--- config.mk ---
export PLATFORM = sky130hd
export DESIGN_NAME = kamikaze_prefetch_buffer
export DESIGN_NICKNAME = d
export VERILOG_FILES = /design/src/rtl/kamikaze_pkg.sv /design/src/rtl/kamikaze_fifo.sv /design/src/rtl/kamikaze_prefetch_buffer.sv
export SDC_FILE = /design/constraint.sdc
export NUM_CORES = 1
export LEC_CHECK = 0
export ABC_AREA = 0
export CORE_UTILIZATION = 25
export DETAILED_ROUTE_END_ITERATION = 8
export PLACE_DENSITY = 0.49
export SLEW_MARGIN = 25
export SYNTH_ARGS = -nofsm -noshare
export SYNTH_HDL_FRONTEND = slang
export SYNTH_SLANG_ARGS = --single-unit
--- constraint.sdc ---
create_clock -name clk_i -period 8.8 [get_ports clk_i]
set_input_delay 1.76 -clock clk_i [delete_from_list [all_inputs] [get_ports clk_i]]
set_output_delay 1.76 -clock clk_i [all_outputs]
set_load 0.1 [all_outputs]
--- src/rtl/kamikaze_pkg.sv ---
// kamikaze_pkg
// Shared widths for the instruction prefetch path and the RV32C length rule.
//   XLEN     : address/data width of the fetch port
//   ILEN     : width of an instruction handed to decode
//   HALFWORD : realignment granule
//   is_compressed() : 16-bit encoding when opcode[1:0] != 2'b11
package kamikaze_pkg;

  localparam int unsigned XLEN     = 32;
  localparam int unsigned ILEN     = 32;
  localparam int unsigned HALFWORD = 16;

  function automatic logic is_compressed(input logic [1:0] opcode);
    return opcode != 2'b11;
  endfunction

endpackage

--- src/rtl/kamikaze_fifo.sv ---
// kamikaze_fifo
// Generic synchronous FIFO with a one-entry look-ahead read port.
//   clk, rst   : clock, asynchronous active-high reset
//   push/wdata : write an entry (ignored during flush)
//   pop        : drop the head entry
//   flush      : empty the FIFO, wins over push/pop
//   rdata      : head entry
//   rdata_next : entry behind the head (meaningful when count >= 2)
//   count      : current occupancy, 0..DEPTH
module kamikaze_fifo #(
  parameter int unsigned WIDTH = 32,
  parameter int unsigned DEPTH = 4,
  localparam int unsigned AW = $clog2(DEPTH),
  localparam int unsigned CW = $clog2(DEPTH + 1)
) (
  input  logic             clk,
  input  logic             rst,
  input  logic             push,
  input  logic             pop,
  input  logic             flush,
  input  logic [WIDTH-1:0] wdata,
  output logic [WIDTH-1:0] rdata,
  output logic [WIDTH-1:0] rdata_next,
  output logic [CW-1:0]    count
);

  logic [WIDTH-1:0] mem_q [DEPTH];
  logic [AW-1:0]    rd_ptr_q;
  logic [AW-1:0]    wr_ptr_q;
  logic [CW-1:0]    count_q;
  logic             do_push;
  logic             do_pop;

  assign do_push = push && !flush;
  assign do_pop  = pop && !flush && (count_q != '0);

  always_ff @(posedge clk or posedge rst) begin
    if (rst) begin
      rd_ptr_q <= '0;
      wr_ptr_q <= '0;
      count_q  <= '0;
    end else if (flush) begin
      rd_ptr_q <= '0;
      wr_ptr_q <= '0;
      count_q  <= '0;
    end else begin
      if (do_push) wr_ptr_q <= wr_ptr_q + AW'(1);
      if (do_pop)  rd_ptr_q <= rd_ptr_q + AW'(1);
      count_q <= count_q + CW'(do_push) - CW'(do_pop);
    end
  end

  // Storage needs no reset; count_q says which entries are meaningful.
  // A push+pop at full overwrites the slot being popped, which is safe
  // because the head is read combinationally in the same cycle.
  always_ff @(posedge clk) begin
    if (do_push) mem_q[wr_ptr_q] <= wdata;
  end

  assign rdata      = mem_q[rd_ptr_q];
  assign rdata_next = mem_q[rd_ptr_q + AW'(1)];
  assign count      = count_q;

  overflow_a : assert property (@(posedge clk) disable iff (rst)
    !(do_push && !do_pop && count_q == CW'(DEPTH)));

endmodule

--- src/rtl/kamikaze_prefetch_buffer.sv ---
// kamikaze_prefetch_buffer
// Instruction prefetch buffer and RV32C realigner between the instruction
// memory port and decode. Keeps up to DEPTH words buffered or in flight,
// hands out 16/32-bit instructions at halfword granularity and restarts on
// redirect, discarding responses to requests issued before the redirect.
//   clk_i, rst_i                  : clock, asynchronous active-high reset
//   im_req_o, im_addr_o, im_gnt_i : word-aligned fetch request handshake
//   im_rvalid_i, im_data_i        : in-order fetch responses
//   redirect_i, redirect_pc_i     : flush and restart fetch
//   instr_o, is_compressed_instr_o, pc_o, instr_valid_o, instr_ready_i :
//                                   instruction handshake towards decode
module kamikaze_prefetch_buffer
  import kamikaze_pkg::*;
#(
  parameter int unsigned DEPTH           = 4,
  parameter int unsigned MAX_OUTSTANDING = 2,
  parameter logic [31:0] RESET_PC        = 32'h0000_0000
) (
  input  logic            clk_i,
  input  logic            rst_i,
  output logic            im_req_o,
  output logic [XLEN-1:0] im_addr_o,
  input  logic            im_gnt_i,
  input  logic            im_rvalid_i,
  input  logic [XLEN-1:0] im_data_i,
  input  logic            redirect_i,
  input  logic [XLEN-1:0] redirect_pc_i,
  output logic [ILEN-1:0] instr_o,
  output logic            is_compressed_instr_o,
  output logic [XLEN-1:0] pc_o,
  output logic            instr_valid_o,
  input  logic            instr_ready_i
);

  localparam int unsigned CW = $clog2(DEPTH + 1);

  logic [XLEN-1:0]     fetch_addr_q;
  logic [XLEN-1:0]     pc_q;
  logic [CW-1:0]       outstanding_q;
  logic [CW-1:0]       discard_q;
  logic [CW-1:0]       occupancy;
  logic [XLEN-1:0]     head_word;
  logic [XLEN-1:0]     next_word;
  logic                grant;
  logic                push;
  logic                pop;
  logic                consume;
  logic                credit_ok;
  logic [HALFWORD-1:0] first_half;
  logic                first_is_c;
  logic                avail;
  logic [ILEN-1:0]     instr;
  logic                unused_next_hi;

  // Words still in flight count against capacity, so a response always
  // finds room in the FIFO even when decode is stalled.
  assign credit_ok = ({1'b0, occupancy} + {1'b0, outstanding_q} < (CW + 1)'(DEPTH))
                     && (outstanding_q < CW'(MAX_OUTSTANDING));
  assign im_req_o  = !rst_i && !redirect_i && credit_ok;
  assign im_addr_o = fetch_addr_q;
  assign grant     = im_req_o && im_gnt_i;

  // Responses that belong to pre-redirect requests never reach the FIFO.
  assign push = im_rvalid_i && !redirect_i && (discard_q == '0);

  kamikaze_fifo #(
    .WIDTH (XLEN),
    .DEPTH (DEPTH)
  ) u_fifo (
    .clk        (clk_i),
    .rst        (rst_i),
    .push       (push),
    .pop        (pop),
    .flush      (redirect_i),
    .wdata      (im_data_i),
    .rdata      (head_word),
    .rdata_next (next_word),
    .count      (occupancy)
  );

  // Only the lower half of head+1 ever completes a spanning instruction.
  assign unused_next_hi = ^next_word[XLEN-1:HALFWORD];

  always_comb begin
    first_half = pc_q[1] ? head_word[31:16] : head_word[15:0];
    first_is_c = is_compressed(first_half[1:0]);
    instr      = head_word;
    avail      = occupancy != '0;
    if (first_is_c) begin
      instr = {16'h0000, first_half};
    end else if (pc_q[1]) begin
      // 32-bit instruction straddling two words.
      instr = {next_word[15:0], head_word[31:16]};
      avail = occupancy >= CW'(2);
    end
  end

  // Redirect wins over a same-cycle handshake: nothing is consumed.
  assign consume = avail && instr_ready_i && !redirect_i;
  // The head retires once its upper halfword has been used, either by a
  // full-word instruction at offset 0 or by anything starting at offset 2.
  assign pop     = consume && (pc_q[1] || !first_is_c);

  always_ff @(posedge clk_i or posedge rst_i) begin
    if (rst_i) begin
      fetch_addr_q  <= RESET_PC & ~32'h3;
      pc_q          <= RESET_PC;
      outstanding_q <= '0;
      discard_q     <= '0;
    end else if (redirect_i) begin
      // A response arriving in the redirect cycle is already dropped, so it
      // leaves both counters here.
      outstanding_q <= outstanding_q - CW'(im_rvalid_i);
      discard_q     <= outstanding_q - CW'(im_rvalid_i);
      fetch_addr_q  <= redirect_pc_i & ~32'h3;
      pc_q          <= redirect_pc_i & ~32'h1;
    end else begin
      outstanding_q <= outstanding_q + CW'(grant) - CW'(im_rvalid_i);
      if (im_rvalid_i && discard_q != '0) discard_q <= discard_q - CW'(1);
      if (grant)   fetch_addr_q <= fetch_addr_q + 32'd4;
      if (consume) pc_q <= pc_q + (first_is_c ? 32'd2 : 32'd4);
    end
  end

  assign instr_valid_o         = avail;
  assign instr_o               = avail ? instr : '0;
  assign is_compressed_instr_o = avail && first_is_c;
  assign pc_o                  = pc_q;

endmodule

==> flow_summary.toml <==
[routing]
antenna_left = 0
vias = 7034
via_per_inst = 4.74
drt-total-wl_mm = 28.3
wl_per_cell_um = 19.1
drc = 0
drt_iter0_drc = 439
firstDrtPassIters = 5

[worst_setup_path]
reg2reg_slack_ps = 4320
worstReg2RegEnd = "pc_o[11]"
arrival_ps = 4560
crit_buf_inv = 2
r2r-start = "u_fifo.rd_ptr_q[0]"
critPathSlowestCell = "clkdlybuf4s50_1"
cp.depth = 6
worstPathRequired_ps = 7040
cp_cell_sequence = "buf_4, mux4_2, nand4_1, nand2_1, a21oi_1, clkdlybuf4s50_1"
crit_fanout = 50
path_delay_family = "buffers and inverters"
worstSetupPathType = "reg -> out"
reg2reg_depth = 13
endpoint_kind = "output port"
cpPeakStageDelay_ps = 1200
start_kind = "flop"

[worst_hold_path]
min_to = "im_addr_o[26]"
hold_class = "reg -> reg"
holdPathStages = 1
worstHoldStart = "im_addr_o[26]"

[cells_and_area]
fill_cells = 3879
syn2layout_area_growth_pct = 29.6
finalNonFillerCells = 1483
fin_nets = 1042
layout-drive-gt1-share_pct = 13.0

[clock_tree]
clock_path_buffers = 3
cts_resized = 0
cts_buffers = 23
root_buffer = "clkbuf_16"
clock_sinks = 202
cts_tree = "yes"
clkTransAtPathRegs_ps = 60
post_cts_buffers = 0
htree_levels = 1
hold_buffers = 0
worstSkewPairLatency_ps = 540

[power_and_ir_drop]
leakage_nw = 4.50
ir_worst_vdd_mv = 0.299
p_per_area_mw_per_mm2 = 278

[run_status]
status = "complete, no violations"

[sta]
slew-limit-headroom_pct = 24.6
rsz0062_at_grt = "no"
setup_viol = 0
final_max_slew_viol_count = 0
worst_slew_pin_slew_ps = 1130
fin_setup_tns_ps = 0
fin_crit_sh_pct = 71.8
min_period_ps = 6320
max_freq_mhz = 158
hold_violations = 0
fin_skew_ps = 21.5

[global_routing]
antenna_found_initial = 3
grt_max_degree = 66
grt_pass1_wl_mm = 43.3
track_usage_pct = 13.9
grt_pass1_vias = 7171
overflow = 0

[floorplan]
rows = 72
io_pins = 169
die_area_mm2 = 0.0405
start_util_pct = 25.5
die_x_um = 201
dieHeight_um = 201
core_mm2 = 0.0389

[synthesis]
ys_types = 56
syn-cell-area_mm2 = 0.00993
synth-edff-count = 128
yosysTopAreaCellShare_pct = 38.7
ys.warnings.count = 0
synth_common_cells = "nand2_1, edfxtp_1, dfrtp_1, mux4_2, a21oi_1"
post_synth.cell_area_avg_um2 = 12.6
synth_area_leaders = "edfxtp_1, dfrtp_1, mux4_2"
synth.largest_area_cell = "edfxtp_1"
ys.flop_type = "edfxtp_1"
syn_inst = 787
synth.most_common_cell = "nand2_1"
synth_seq_cells = 202
ys_seq_area_share_pct = 57.4
ys_async_sr_fraction_pct = 36.6

[place]
port-buffer-count = 164
gp_congestion = 0.767
dp_hpwl_mm = 18.9
placedCellCount = 1442

[flow_run]
max_cap_viol_count = 0
## cells by family after synthesis
family | Yosys count | share of synthesized area, %
flops | 202 | 57.4
xor+xnor | 38 | 3.35
mux | 60 | 12.2
compound gates | 129 | 7.83
fa+ha+maj | 23 | 3.13
other cells | 1 | 0.0378
buf+inv | 72 | 3.06
simple gates | 262 | 13.0
## worst max path at each step
stage,end,from
after CTS,instr_o[15],u_fifo.rd_ptr_q[0]
after detailed placement,instr_o[15],u_fifo.rd_ptr_q[0]
final,instr_o[13],u_fifo.rd_ptr_q[0]
after global routing,instr_o[15],u_fifo.rd_ptr_q[0]
after global placement,instr_o[15],u_fifo.rd_ptr_q[0]
after floorplan,instr_o[21],pc_o[1]
## area by class of cell
class,instances,area [um2],area share (%)
clock buffers,32,659,5.12
multi-input cells,515,3930,30.6
clock inverters,8,87.6,0.681
inverters,30,113,0.875
diodes,1,2.50,0.0194
flip-flops and latches,202,5700,44.3
well taps,518,648,5.04
repair buffers,177,1720,13.4
## placed cells by master (no fill, tap or decap), drive strengths merged, types with 5 or more instances in the layout
master	instances
clkbuf	32
nand4	16
clkdlybuf4s50	161
o21ai	47
or3	5
xor2	20
ha	20
o311ai	13
nand3	26
a31oi	7
buf	16
mux4	48
a21oi	40
mux2	11
nor2	18
a221o	5
nor4	8
xnor2	18
clkinv	6
nand2	136
nor3	10
o211ai	10
dfrtp	74
and4	6
and3	13
and2	12
edfxtp	128
inv	29
## stage by stage
step	power, mW	instance area [um2]	utilization (%)	setup slack [ps]	hold slack [ps]
6_report	3.57	12900	33.1	2480	561
3_5_place_dp	2.66	12100	31.2	2980	553
4_1_cts	3.62	12900	33.1	2380	561
3_3_place_gp	2.66	12100	31.2	2950	515
2_1_floorplan	2.27	9930	-	3640	525
5_1_grt	3.73	12900	33.1	2200	591
## routing by layer
layer / vias to the layer above / track usage, % / routed length [um]
met5: - / 0 / 30
met4: 4 / 2.65 / 517
met3: 32 / 4.29 / 2290
met2: 240 / 22.3 / 12900
met1: 3496 / 18.4 / 12500
li1: 3262 / - / -
## report_power, final
part / total, mW / leakage, nW / internal (mW) / switching (mW)
clock network: 0.947 / 0.362 / 0.555 / 0.392
logic: 1.47 / 2.08 / 0.386 / 1.08
registers: 1.16 / 2.05 / 1.09 / 0.0701
## registers in the layout, indices dropped and copies added (netlist names)
name	flops
u_fifo.mem_q	128
pc_o	31
im_addr_o	30
discard_q	3
outstanding_q	3
u_fifo.count	3
u_fifo.rd_ptr_q	2
u_fifo.wr_ptr_q	2
Note: power is estimated with default switching activity, not from simulation.
